===== config.mk =====
export PLATFORM = sky130hd
export DESIGN_NAME = cic_comb_chain
export DESIGN_NICKNAME = d
export VERILOG_FILES = /design/src/rtl/cic_comb_chain.sv
export SDC_FILE = /design/constraint.sdc
export NUM_CORES = 1
export LEC_CHECK = 0
export ABC_AREA = 1
export CORE_MARGIN = 2
export CORE_UTILIZATION = 46
export DETAILED_ROUTE_END_ITERATION = 10
export PLACE_DENSITY_LB_ADDON = 0.1
export SLEW_MARGIN = 20
export SYNTH_ARGS = -nofsm -noshare
export SYNTH_HDL_FRONTEND = slang
export SYNTH_SLANG_ARGS = --single-unit

===== constraint.sdc =====
create_clock -name clk -period 3 [get_ports clk]
set_clock_uncertainty 0.15 [all_clocks]
set_input_delay 0.75 -clock clk [delete_from_list [all_inputs] [get_ports clk]]
set_output_delay 0.75 -clock clk [all_outputs]
set_load 0.005 [all_outputs]

===== src/rtl/cic_comb_chain.sv =====
// ----------------------------------------------------------------------------
// cic_comb_chain
//
// Comb section of a CIC decimator. It runs at the decimated rate and is
// qualified by in_valid. NSTG cascaded combs each compute
// y[n] = x[n] - x[n-DM] modulo 2^IDW. The final comb result is arithmetically
// shifted right by os_sel (floor), then saturated to ODW bits.
//
// A small IDLE/FILL/RUN controller suppresses the first NSTG*DM results after
// the chain is armed or re-armed. Those results still depend on the zeroed
// delay-line history, so they are not meaningful output samples.
//
// Ports
//   clk         single clock, rising edge
//   reset_n     asynchronous active-low reset
//   os_sel      0/7 = disabled (IDLE), 1..6 = output right-shift amount
//   in_valid    data_in qualifier (decimated-rate strobe)
//   data_in     signed IDW-bit integrator-section sample
//   clr_ovf     synchronous clear of ovf_sticky (a set in the same cycle wins)
//   out_valid   one-cycle pulse per produced result
//   data_out    signed ODW-bit scaled, saturated result; holds between pulses
//   ovf_sticky  set when any emitted result saturates
//   busy        high while the chain is warming up (FILL)
// ----------------------------------------------------------------------------
module cic_comb_chain #(
    parameter int IDW  = 23,
    parameter int ODW  = 16,
    parameter int NSTG = 4,
    parameter int DM   = 1
) (
    input  logic           clk,
    input  logic           reset_n,
    input  logic [2:0]     os_sel,
    input  logic           in_valid,
    input  logic [IDW-1:0] data_in,
    input  logic           clr_ovf,
    output logic           out_valid,
    output logic [ODW-1:0] data_out,
    output logic           ovf_sticky,
    output logic           busy
);

    localparam int FILL_N = NSTG * DM;
    localparam int CW     = $clog2(FILL_N + 1);

    typedef enum logic [1:0] {
        ST_IDLE = 2'd0,
        ST_FILL = 2'd1,
        ST_RUN  = 2'd2
    } state_t;

    state_t         state_q, state_d;
    logic [CW-1:0]  cnt_q, cnt_d;
    logic [2:0]     sel_q, sel_d;

    logic [2:0]     sel_eff;
    logic           flush;
    logic           accept;
    logic           acc_sup;

    // ------------------------------------------------------------------------
    // Control
    // ------------------------------------------------------------------------
    // sel_q holds the shift that armed the chain. Any departure from it, either
    // to disabled or to another shift, flushes everything in flight. The sample
    // presented in a flush cycle is discarded.
    always_comb begin
        sel_eff = (os_sel == 3'd7) ? 3'd0 : os_sel;
        flush   = (sel_eff == 3'd0) || ((state_q != ST_IDLE) && (sel_eff != sel_q));
        accept  = in_valid && (state_q != ST_IDLE) && !flush;
        acc_sup = (state_q == ST_FILL);
    end

    always_comb begin
        state_d = state_q;
        cnt_d   = cnt_q;
        sel_d   = sel_q;
        case (state_q)
            ST_IDLE: begin
                if (sel_eff != 3'd0) begin
                    state_d = ST_FILL;
                    cnt_d   = CW'(FILL_N);
                    sel_d   = sel_eff;
                end
            end
            default: begin
                if (sel_eff == 3'd0) begin
                    state_d = ST_IDLE;
                    cnt_d   = '0;
                end else if (sel_eff != sel_q) begin
                    state_d = ST_FILL;
                    cnt_d   = CW'(FILL_N);
                    sel_d   = sel_eff;
                end else if ((state_q == ST_FILL) && accept) begin
                    cnt_d = cnt_q - CW'(1);
                    if (cnt_q == CW'(1)) begin
                        state_d = ST_RUN;
                    end
                end
            end
        endcase
    end

    always_ff @(posedge clk or negedge reset_n) begin
        if (!reset_n) begin
            state_q <= ST_IDLE;
            cnt_q   <= '0;
            sel_q   <= 3'd0;
        end else begin
            state_q <= state_d;
            cnt_q   <= cnt_d;
            sel_q   <= sel_d;
        end
    end

    assign busy = (state_q == ST_FILL);

    // ------------------------------------------------------------------------
    // Comb stages
    // ------------------------------------------------------------------------
    // Each stage carries a valid bit and a suppress tag. The tag marks samples
    // accepted during FILL, so their results pass through the chain but never
    // reach out_valid.
    for (genvar gi = 0; gi < NSTG; gi++) begin : g_stage
        logic           vin;
        logic           sin;
        logic [IDW-1:0] xin;
        logic           v_q;
        logic           s_q;
        logic [IDW-1:0] y_q;
        logic [IDW-1:0] dly_q [DM];

        if (gi == 0) begin : g_head
            assign vin = accept;
            assign sin = acc_sup;
            assign xin = data_in;
        end else begin : g_tail
            assign vin = g_stage[gi-1].v_q;
            assign sin = g_stage[gi-1].s_q;
            assign xin = g_stage[gi-1].y_q;
        end

        always_ff @(posedge clk or negedge reset_n) begin
            if (!reset_n) begin
                v_q <= 1'b0;
                s_q <= 1'b0;
                y_q <= '0;
                for (int j = 0; j < DM; j++) begin
                    dly_q[j] <= '0;
                end
            end else if (flush) begin
                v_q <= 1'b0;
                s_q <= 1'b0;
                y_q <= '0;
                for (int j = 0; j < DM; j++) begin
                    dly_q[j] <= '0;
                end
            end else begin
                v_q <= vin;
                s_q <= vin & sin;
                if (vin) begin
                    // Plain IDW-bit subtraction wraps modulo 2^IDW, which CIC needs.
                    y_q      <= xin - dly_q[DM-1];
                    dly_q[0] <= xin;
                    for (int j = 1; j < DM; j++) begin
                        dly_q[j] <= dly_q[j-1];
                    end
                end
            end
        end
    end

    // ------------------------------------------------------------------------
    // Output scaling / saturation
    // ------------------------------------------------------------------------
    logic                  last_v;
    logic                  last_s;
    logic [IDW-1:0]        last_y;
    logic signed [IDW-1:0] shifted;
    logic [IDW-ODW:0]      hi_bits;
    logic                  in_range;
    logic [ODW-1:0]        sat_val;
    logic                  fire;

    assign last_v = g_stage[NSTG-1].v_q;
    assign last_s = g_stage[NSTG-1].s_q;
    assign last_y = g_stage[NSTG-1].y_q;

    always_comb begin
        shifted  = $signed(last_y) >>> sel_q;
        // The value fits in ODW bits exactly when every bit from the ODW-1
        // sign position upward is a copy of the sign.
        hi_bits  = shifted[IDW-1:ODW-1];
        in_range = (&hi_bits) || !(|hi_bits);
        if (in_range) begin
            sat_val = shifted[ODW-1:0];
        end else if (shifted[IDW-1]) begin
            sat_val = {1'b1, {(ODW-1){1'b0}}};
        end else begin
            sat_val = {1'b0, {(ODW-1){1'b1}}};
        end
        fire = last_v && !last_s && !flush;
    end

    always_ff @(posedge clk or negedge reset_n) begin
        if (!reset_n) begin
            out_valid  <= 1'b0;
            data_out   <= '0;
            ovf_sticky <= 1'b0;
        end else begin
            out_valid  <= fire;
            if (fire) begin
                data_out <= sat_val;
            end
            ovf_sticky <= (fire && !in_range) || (ovf_sticky && !clr_ovf);
        end
    end

endmodule


==> impl_metrics.toml <==
[status]
status = "finished, final reports clean"

[final_layout]
fin_util = 0.5298
nets = 2284
fillers = 3131
final_cell_mix = "nand2_1, inv_1, dfrtp_1"
final_common_cell = "nand2_1"
num_antenna_cells = 0
syn_to_final_growth_pct = 13.40
drive_gt1_frac = 0.05459

[timing]
hold_viol = 0
tightest_slew_ns = 0.5720
min_period_ns = 2.743
max_freq_ghz = 0.3646
slew_viol_final = 0
slew-limit-headroom = 0.6146
setup_tns_ns = 0
whs_ns = 0.002393
finalSetupViolations = 0
rsz0062_at_grt = "false"
finalCritPeriodShare = 0.9142

[place]
hpwl_um = 30160
port_buffers = 48
place.gp.congestion = 0.9480

[synthesis]
postSynthCellCount = 2097
ys_types = 39
ys_seq_elements = 218
synthArstFlopShare = 1.000
synth.area.top_cells = "dfrtp_1, nand2_1, inv_1, ha_1, o21ai_0"
ys_warn_count = 0
syn_area_per_cell_sq_um = 7.030
synth_top_area_share = 0.3701
netlist_area_sq_um = 14740
syn_nets = 2221
synth_top_area_cell = "dfrtp_1"
ys.flop_type = "dfrtp_1"
synth-edff-count = 0
yosysSeqAreaShare = 0.3701

[route]
drt_wl_total_um = 38810
drc = 0
via_count = 13390
drt-vias-per-instance = 5.185
drt-initial-drc-count = 771
wire_per_inst_um = 15.03
drtAntennaViolNets = 0
firstDrtPassIters = 5

[setup_path]
startpoint_type = "flop"
path_class = "flop to output pin"
crit_fanout = 5
worstPathArrival_ns = 1.84
cp-end-kind = "output pin"
worstPathRequired_ns = 2.10
r2r_slack_ns = 0.49

[grt]
grt_pass1_vias = 13240
antenna_found_initial = 0
overflow = 0
grt_max_degree = 68
grt_pass1_wl_um = 65560
grt_util_all_layers = 0.2385

[floorplan]
dieArea_sq_um = 33490
fp-row-count = 65
fp.dieW_um = 183.0
ioPinCount = 49
start_util = 0.4672
coreArea_sq_um = 31560
die_h_um = 183.0

[power]
vdd_drop_max_v = 0.0004070
leakage_nw = 8.783
power.density_nw_per_um2 = 583.9

[worst_hold_path]
hold_path_class = "input port to async pin"

[clock_tree]
htreeDepth = 1
cts_made_buffers = 26
path_clk_slew_ns = 0.06
cts_hold_buf = 0
cts_num_sinks = 218
clock_path_buffers = 3
ctsRootBufferMaster = "clkbuf_16"
insertion_delay_ns = 0.53
cts-resized-gates = 0
post_cts_buffers = 0
cts_tree = "done"

[run]
cap_violations = 0
-- cells in the mapped netlist (2+ instances only) --
cell	number
nand2_1	609
ha_1	90
o211ai_1	3
inv_4	2
buf_4	6
buf_1	3
nor2_8	2
xnor2_1	31
nand2_4	7
a21o_1	2
a21oi_1	116
nor2_1	160
o21bai_1	8
a21boi_0	2
o21ai_1	17
xor2_1	7
buf_2	23
o22ai_1	68
o21ai_0	160
dfrtp_1	218
or2_2	8
inv_1	323
and2_1	4
clkbuf_2	2
nand3_1	127
a31oi_1	2
o21a_1	3
nand3_2	2
inv_2	8
nand2_2	6
buf_6	9
clkbuf_1	6
nand4_1	37
fa_1	4
nor3_1	18
-- final timing paths --
kind / from / end / depth (start not counted)
min in group clk: g_stage[2].s_q$_DFF_PN0_ / g_stage[3].s_q$_DFF_PN0_ / 2
setup reg to reg: g_stage[2].y_q[0]$_DFFE_PN0P_ / g_stage[3].y_q[22]$_DFFE_PN0P_ / 11
max in group asynchronous: reset_n / g_stage[0].dly_q[6]$_DFFE_PN0P_ / 2
hold reg to reg: g_stage[2].s_q$_DFF_PN0_ / g_stage[3].s_q$_DFF_PN0_ / 2
setup / recovery: state_q[1]$_DFFE_PN0P_ / busy / 2
hold / removal: reset_n / g_stage[2].y_q[21]$_DFFE_PN0P_ / 1
-- per-stage QoR --
step / std cells / power (W) / worst slack [ns] / instance area [sq um]
after floorplan: 2097 / 0.005561 / 0.5532 / 14740
after global placement: 2534 / 0.006484 / 0.06153 / 15810
after detailed placement: 2534 / 0.006496 / 0.03026 / 15810
after CTS: 2582 / 0.009833 / 0.2410 / 16720
after global routing: 2582 / 0.01044 / 0.1528 / 16720
final: 2582 / 0.009762 / 0.2575 / 16720
-- where the power goes --
| group | internal [W] | total [W] | switching [W] | leakage, nW |
|---|---|---|---|---|
| Sequential | 0.00306 | 0.00315 | 0.0000907 | 2.94 |
| Combinational | 0.00113 | 0.00332 | 0.00219 | 5.40 |
| Clock | 0.00204 | 0.00330 | 0.00125 | 0.449 |
| Total | 0.00623 | 0.00976 | 0.00353 | 8.78 |
-- sequential cells by signal, indices dropped and copies added, names as in the netlist --
signal         count
g_stage.dly_q     92
g_stage.y_q       92
data_out          16
g_stage.s_q        4
g_stage.v_q        4
cnt_q              3
sel_q              3
state_q            2
out_valid          1
ovf_sticky         1
-- metal layers --
metal	global-route usage	routed length, um
met5	0	0
met4	0.06464	1065
met3	0.02601	1210
met2	0.4147	18490
met1	0.3162	18050
-- critical path: stages, from the launching register on --
cell	delay, ns
dfrtp_1	0.39
nor2_1	0.35
clkdlybuf4s50_1	0.58
-- kinds of logic after synthesis --
group | count (synthesis) | synth area share
AO/OA/AOI/OAI | 382 | 0.1389
XOR/XNOR | 38 | 0.02258
adder cells (fa/ha/maj) | 94 | 0.08182
buffers and inverters | 383 | 0.1061
flip-flops | 218 | 0.3701
AND/OR/NAND/NOR | 982 | 0.2806
-- cell type report --
class	instances	area [sq um]	area share
Clock buffer	36	769.5	0.04603
Clock inverter	12	140.1	0.008383
Inverter	334	1259	0.07529
Multi-Input combinational cell	1496	7722	0.4619
Sequential cell	218	5455	0.3263
Tap cell	402	503.0	0.03009
Timing Repair Buffer	84	868.3	0.05194
No activity file was read; power rests on OpenSTA's default activity.
